$ cat src/rtl/stack_arbiter.sv
// Arbitrates two requesters onto a single edge-triggered Stack. It issues isolated one-cycle
// push/pop strobes, tracks occupancy, rejects overflow/underflow and can drain the stack on flush.
module stack_arbiter #(
    parameter int DATA_W = 8,
    parameter int DEPTH  = 1024,
    parameter int CNT_W  = $clog2(DEPTH)
) (
    input  logic                clk,
    input  logic                rst,
    input  logic [1:0]          req_valid,
    input  logic [1:0]          req_op,
    input  logic [2*DATA_W-1:0] req_data,
    output logic [1:0]          done,
    output logic [DATA_W-1:0]   rsp_data,
    output logic                rsp_err,
    input  logic                flush,
    output logic                busy,
    output logic [CNT_W-1:0]    count,
    output logic                full,
    output logic                empty,
    output logic                stk_push,
    output logic                stk_pop,
    output logic [DATA_W-1:0]   stk_d_in,
    input  logic [DATA_W-1:0]   stk_d_out
);
    // Handshake: a requester holds req_valid (with stable op/data) until its done bit pulses
    // for one cycle; it then drops valid or presents its next op in the following cycle.
    typedef enum logic [2:0] {IDLE, STROBE, RESP, F_STROBE, F_GAP} state_t;

    localparam logic [CNT_W-1:0] MAX_CNT = CNT_W'(DEPTH - 1);

    state_t              state, state_nxt;
    logic                last_grant, last_grant_nxt;
    logic                id, id_nxt;
    logic                op, op_nxt;
    logic [DATA_W-1:0]   top, top_nxt;
    logic [CNT_W-1:0]    count_nxt;
    logic [1:0]          done_nxt;
    logic [DATA_W-1:0]   rsp_data_nxt;
    logic                rsp_err_nxt;
    logic                push_nxt, pop_nxt;
    logic [DATA_W-1:0]   d_in_nxt;
    logic                gnt;
    logic                illegal;

    assign busy  = (state != IDLE);
    assign full  = (count == MAX_CNT);
    assign empty = (count == '0);

    always_comb begin
        state_nxt      = state;
        last_grant_nxt = last_grant;
        id_nxt         = id;
        op_nxt         = op;
        top_nxt        = top;
        count_nxt      = count;
        done_nxt       = '0;
        rsp_data_nxt   = '0;
        rsp_err_nxt    = 1'b0;
        push_nxt       = 1'b0;
        pop_nxt        = 1'b0;
        d_in_nxt       = stk_d_in;
        gnt            = 1'b0;
        illegal        = 1'b0;
        case (state)
            IDLE: begin
                if (flush) begin
                    if (count != '0) begin
                        state_nxt = F_STROBE;
                        pop_nxt   = 1'b1;
                    end
                end else if (req_valid != 2'b00) begin
                    // Round-robin only matters when both compete; a lone requester just wins.
                    if (&req_valid) begin
                        gnt            = ~last_grant;
                        last_grant_nxt = ~last_grant;
                    end else begin
                        gnt = req_valid[1];
                    end
                    id_nxt   = gnt;
                    op_nxt   = req_op[gnt];
                    d_in_nxt = gnt ? req_data[2*DATA_W-1:DATA_W] : req_data[DATA_W-1:0];
                    top_nxt  = stk_d_out;
                    illegal  = req_op[gnt] ? (count == '0) : (count == MAX_CNT);
                    if (illegal) begin
                        state_nxt   = RESP;
                        done_nxt    = gnt ? 2'b10 : 2'b01;
                        rsp_err_nxt = 1'b1;
                    end else begin
                        state_nxt = STROBE;
                        push_nxt  = ~req_op[gnt];
                        pop_nxt   = req_op[gnt];
                    end
                end
            end
            STROBE: begin
                count_nxt    = op ? count - 1'b1 : count + 1'b1;
                state_nxt    = RESP;
                done_nxt     = id ? 2'b10 : 2'b01;
                rsp_data_nxt = op ? top : '0;
            end
            RESP: state_nxt = IDLE;
            F_STROBE: begin
                count_nxt = count - 1'b1;
                state_nxt = F_GAP;
            end
            F_GAP: begin
                if (count == '0) begin
                    state_nxt = IDLE;
                end else begin
                    state_nxt = F_STROBE;
                    pop_nxt   = 1'b1;
                end
            end
            default: state_nxt = IDLE;
        endcase
    end

    always_ff @(posedge clk) begin
        if (rst) begin
            state      <= IDLE;
            last_grant <= 1'b1;
            id         <= 1'b0;
            op         <= 1'b0;
            top        <= '0;
            count      <= '0;
            done       <= '0;
            rsp_data   <= '0;
            rsp_err    <= 1'b0;
            stk_push   <= 1'b0;
            stk_pop    <= 1'b0;
            stk_d_in   <= '0;
        end else begin
            state      <= state_nxt;
            last_grant <= last_grant_nxt;
            id         <= id_nxt;
            op         <= op_nxt;
            top        <= top_nxt;
            count      <= count_nxt;
            done       <= done_nxt;
            rsp_data   <= rsp_data_nxt;
            rsp_err    <= rsp_err_nxt;
            stk_push   <= push_nxt;
            stk_pop    <= pop_nxt;
            stk_d_in   <= d_in_nxt;
        end
    end
endmodule

$ cat config.mk
export PLATFORM = sky130hd
export DESIGN_NAME = stack_arbiter
export DESIGN_NICKNAME = d
export VERILOG_FILES = /design/src/rtl/stack_arbiter.sv
export SDC_FILE = /design/constraint.sdc
export NUM_CORES = 1
export LEC_CHECK = 0
export CORE_MARGIN = 8
export CORE_UTILIZATION = 40
export DETAILED_ROUTE_END_ITERATION = 7
export GPL_TIMING_DRIVEN = 0
export PLACE_DENSITY = 0.71
export SETUP_SLACK_MARGIN = 0.4
export SYNTH_ARGS = -nofsm -noshare
export SYNTH_HDL_FRONTEND = slang
export SYNTH_SLANG_ARGS = --single-unit
export TNS_END_PERCENT = 1
$ cat constraint.sdc
create_clock -name clk -period 2.1 [get_ports clk]
set_input_delay 0.21 -clock clk [delete_from_list [all_inputs] [get_ports clk]]
set_output_delay 0.21 -clock clk [all_outputs]
set_load 0.03 [all_outputs]
==> results.ini <==
[clock_tree]
clk_pin_slew_ns = 0.09
cts_max_path_buffers = 2
numClockSinks = 45
clockRootBuffer = clkbuf_8
htreeDepth = 2
cts_hold_buf = 0
cts_tree = done
cts_buffers = 5
clkLatencyLatePin_ns = 0.30

[timing]
rsz0062_at_grt = true
period_needed_ns = 1.88
worstMarginPinSlew_ns = 0.642
setup_violations = 0
finalCritPeriodShare = 0.895
finClkSkew_ns = 0.00533
max_freq_mhz = 532
maxSlewHeadroom = 0.569
hold_viol = 0
finalMaxSlewViolations = 0
setup_ws_ns = 0.221

[floorplanning]
dieArea_um2 = 7490
start_util = 0.419
die_w_um = 86.5
core-area_um2 = 4750
ioPinCount = 65
rows = 25
die_h_um = 86.5

[place]
gp_congestion = 0.787
io_buffers = 64
dp_hpwl_um = 3700
pre_cts_slack_ns = -0.327

[pwr]
p_leak_nw = 1.04
vdd_drop_max_mv = 0.797
fin_total_pwr_w = 0.00353
power_density_nw_per_um2 = 1220

[global_routing]
grt_max_degree = 16
grt-ovfl-total = 0
antenna_found_initial = 0
grt_pass1_wl_um = 8120
track_usage = 0.135
grt_pass1_vias = 1674

[setup_path]
worstPathCellList = or4_4 > nor4_4 > buf_6
crit_arrival_ns = 1.67
crit_family = simple AND/OR/NAND/NOR gates
cp_slowest_cell = or4_4
critPathRequiredTime_ns = 1.89
rrSetupSlack_ns = 0.23
crit-reg2reg-launch = count[7]
cp-end-kind = output pin
startpoint_type = flop
setup.worst_path.start = count[7]
path_class = flop to output pin
slowest_delay_ns = 0.58
worstPathMaxFanout = 4
critical_path_buf_inv_count = 1

[logic_synthesis]
synth_top_area_share = 0.453
synthArstFlopShare = 0
synth.area.top_cells = dfxtp_1 (45%), nand2_1 (5.3%), nor2_1 (4.9%)
synthAdderAreaFrac = 0.0126
syn_nets = 258
muxShareOfSynthArea = 0.0528
yosys.area_share.simple = 0.264
synth_top_family_by_area = simple AND/OR/NAND/NOR gates
yosys-top-cells-count = dfxtp_1 (45), nand2_1 (28), nor2_1 (26)
synth_warnings = 0
synth-seq-area-share = 0.453
synth.distinct_cells = 40
syn_area_per_cell_um2 = 8.85
synth_edf_count = 0
synth-compound-area-share = 0.127
yosysMostFrequentCell = dfxtp_1
synth_xor_area_frac = 0.0440
synth_area_um2 = 1990
syn_inst = 225
synth_area_leader_cell = dfxtp_1
synth_flop_cell = dfxtp_1
synth_seq_cells = 45

[finish]
antennaDiodeCount = 0
nFillCells = 432
fin_nets = 333
syn_to_final_growth_pct = 45.6
drive_gt1_frac = 0.126
fin_util = 0.610

[worst_hold_path]
min_path_type = input port to flop
min_from = stk_d_out[4]

[route]
wl_per_cell_um = 13.7
drtAntennaViolNets = 0
drc = 0
first_pass_iters = 4
routed_wirelength_um = 5030
vias_per_cell = 4.97
drtIter0Drc = 113
num_vias = 1830

[job]
maxCapViolCount = 0

[outcome]
outcome = complete, no violations

## flip-flops by register name (all words and copies together) (netlist names)
signal / count
op: 1
stk_d_in: 8
stk_pop: 1
last_grant: 1
top: 8
id: 1
state: 3
count: 10
done: 2
rsp_data: 8
stk_push: 1
rsp_err: 1
## cell usage in the layout (no fill, tap or decap), types with 8 or more instances in the layout
master,Yosys,layout
nand2_1,28,28
dfxtp_1,45,41
o21ai_0,9,9
mux2i_1,9,8
clkbuf_1,10,10
nor2_1,26,25
clkdlybuf4s50_1,0,62
and2_1,8,8
a211oi_1,10,10
a21oi_1,15,15
## metal layers
| layer | global-route usage | routed length [um] | vias up |
|---|---|---|---|
| met4 | 0.0563 | 79 | 0 |
| met1 | 0.177 | 2350 | 838 |
| li1 | - | - | 936 |
| met3 | 0.0510 | 404 | 6 |
| met2 | 0.191 | 2190 | 50 |
| met5 | 0 | 0 | - |
## repair_timing
item | CTS | global route
gates resized for setup | 11 | 15
setup buffers | 1 | 3
endpoints found under the setup margin | 25 | 48
pin swaps | 1 | 1
endpoints found under the hold margin | 0 | 0
## worst register-to-register path, stage by stage, from the launching register on
cell and delay [ns]:
dfxtp_1 0.35, or4_4 0.58, nor4_4 0.26, buf_4 0.17
buf_4 0.11, nor3b_1 0.05, o21bai_1 0.16, a21oi_1 0.08
## kinds of logic (layout without fill, tap and decap cells)
| family | Yosys count | count (layout) |
|---|---|---|
| AOI/OAI and AO/OA | 41 | 41 |
| buffers and inverters | 20 | 96 |
| muxes | 10 | 10 |
| and+or+nand+nor | 97 | 97 |
| DFF | 45 | 45 |
| adders and majority gates | 2 | 2 |
| xor gates and xnor gates | 10 | 10 |
## cell type report
| type | instances | area [um2] | area share |
|---|---|---|---|
| multi-input combinational | 160 | 1050 | 0.361 |
| sequential | 45 | 913 | 0.315 |
| timing repair buffer | 68 | 673 | 0.232 |
| tap | 67 | 83.8 | 0.0289 |
| clock buffer | 5 | 68.8 | 0.0237 |
| buffer | 13 | 67.6 | 0.0233 |
| inverter | 7 | 26.3 | 0.00906 |
| clock inverter | 3 | 20.0 | 0.00691 |
## worst paths after layout
path | depth (start not counted) | endpoint
max | 3 | empty
min | 3 | top[4]
max reg2reg | 7 | state[1]
min reg2reg | 2 | top[0]
## stage by stage
stage	cell area [um2]	TNS, ns	cells	hold WS, ns
6_report	2900	0	368	0.450
5_1_grt	2900	0	368	0.471
4_1_cts	2850	0	365	0.445
3_5_place_dp	2740	-1.55	356	0.439
3_3_place_gp	2740	-1.43	356	0.435
2_1_floorplan	2020	-0.00406	225	0.346
## report_power, final
part | internal, W | switching, W | total, W
Combinational | 0.000843 | 0.000981 | 0.00182
Sequential | 0.00102 | 0.000138 | 0.00116
Clock | 0.000237 | 0.000309 | 0.000546
Total | 0.00210 | 0.00143 | 0.00353
Note: power is estimated with default switching activity, not from simulation.
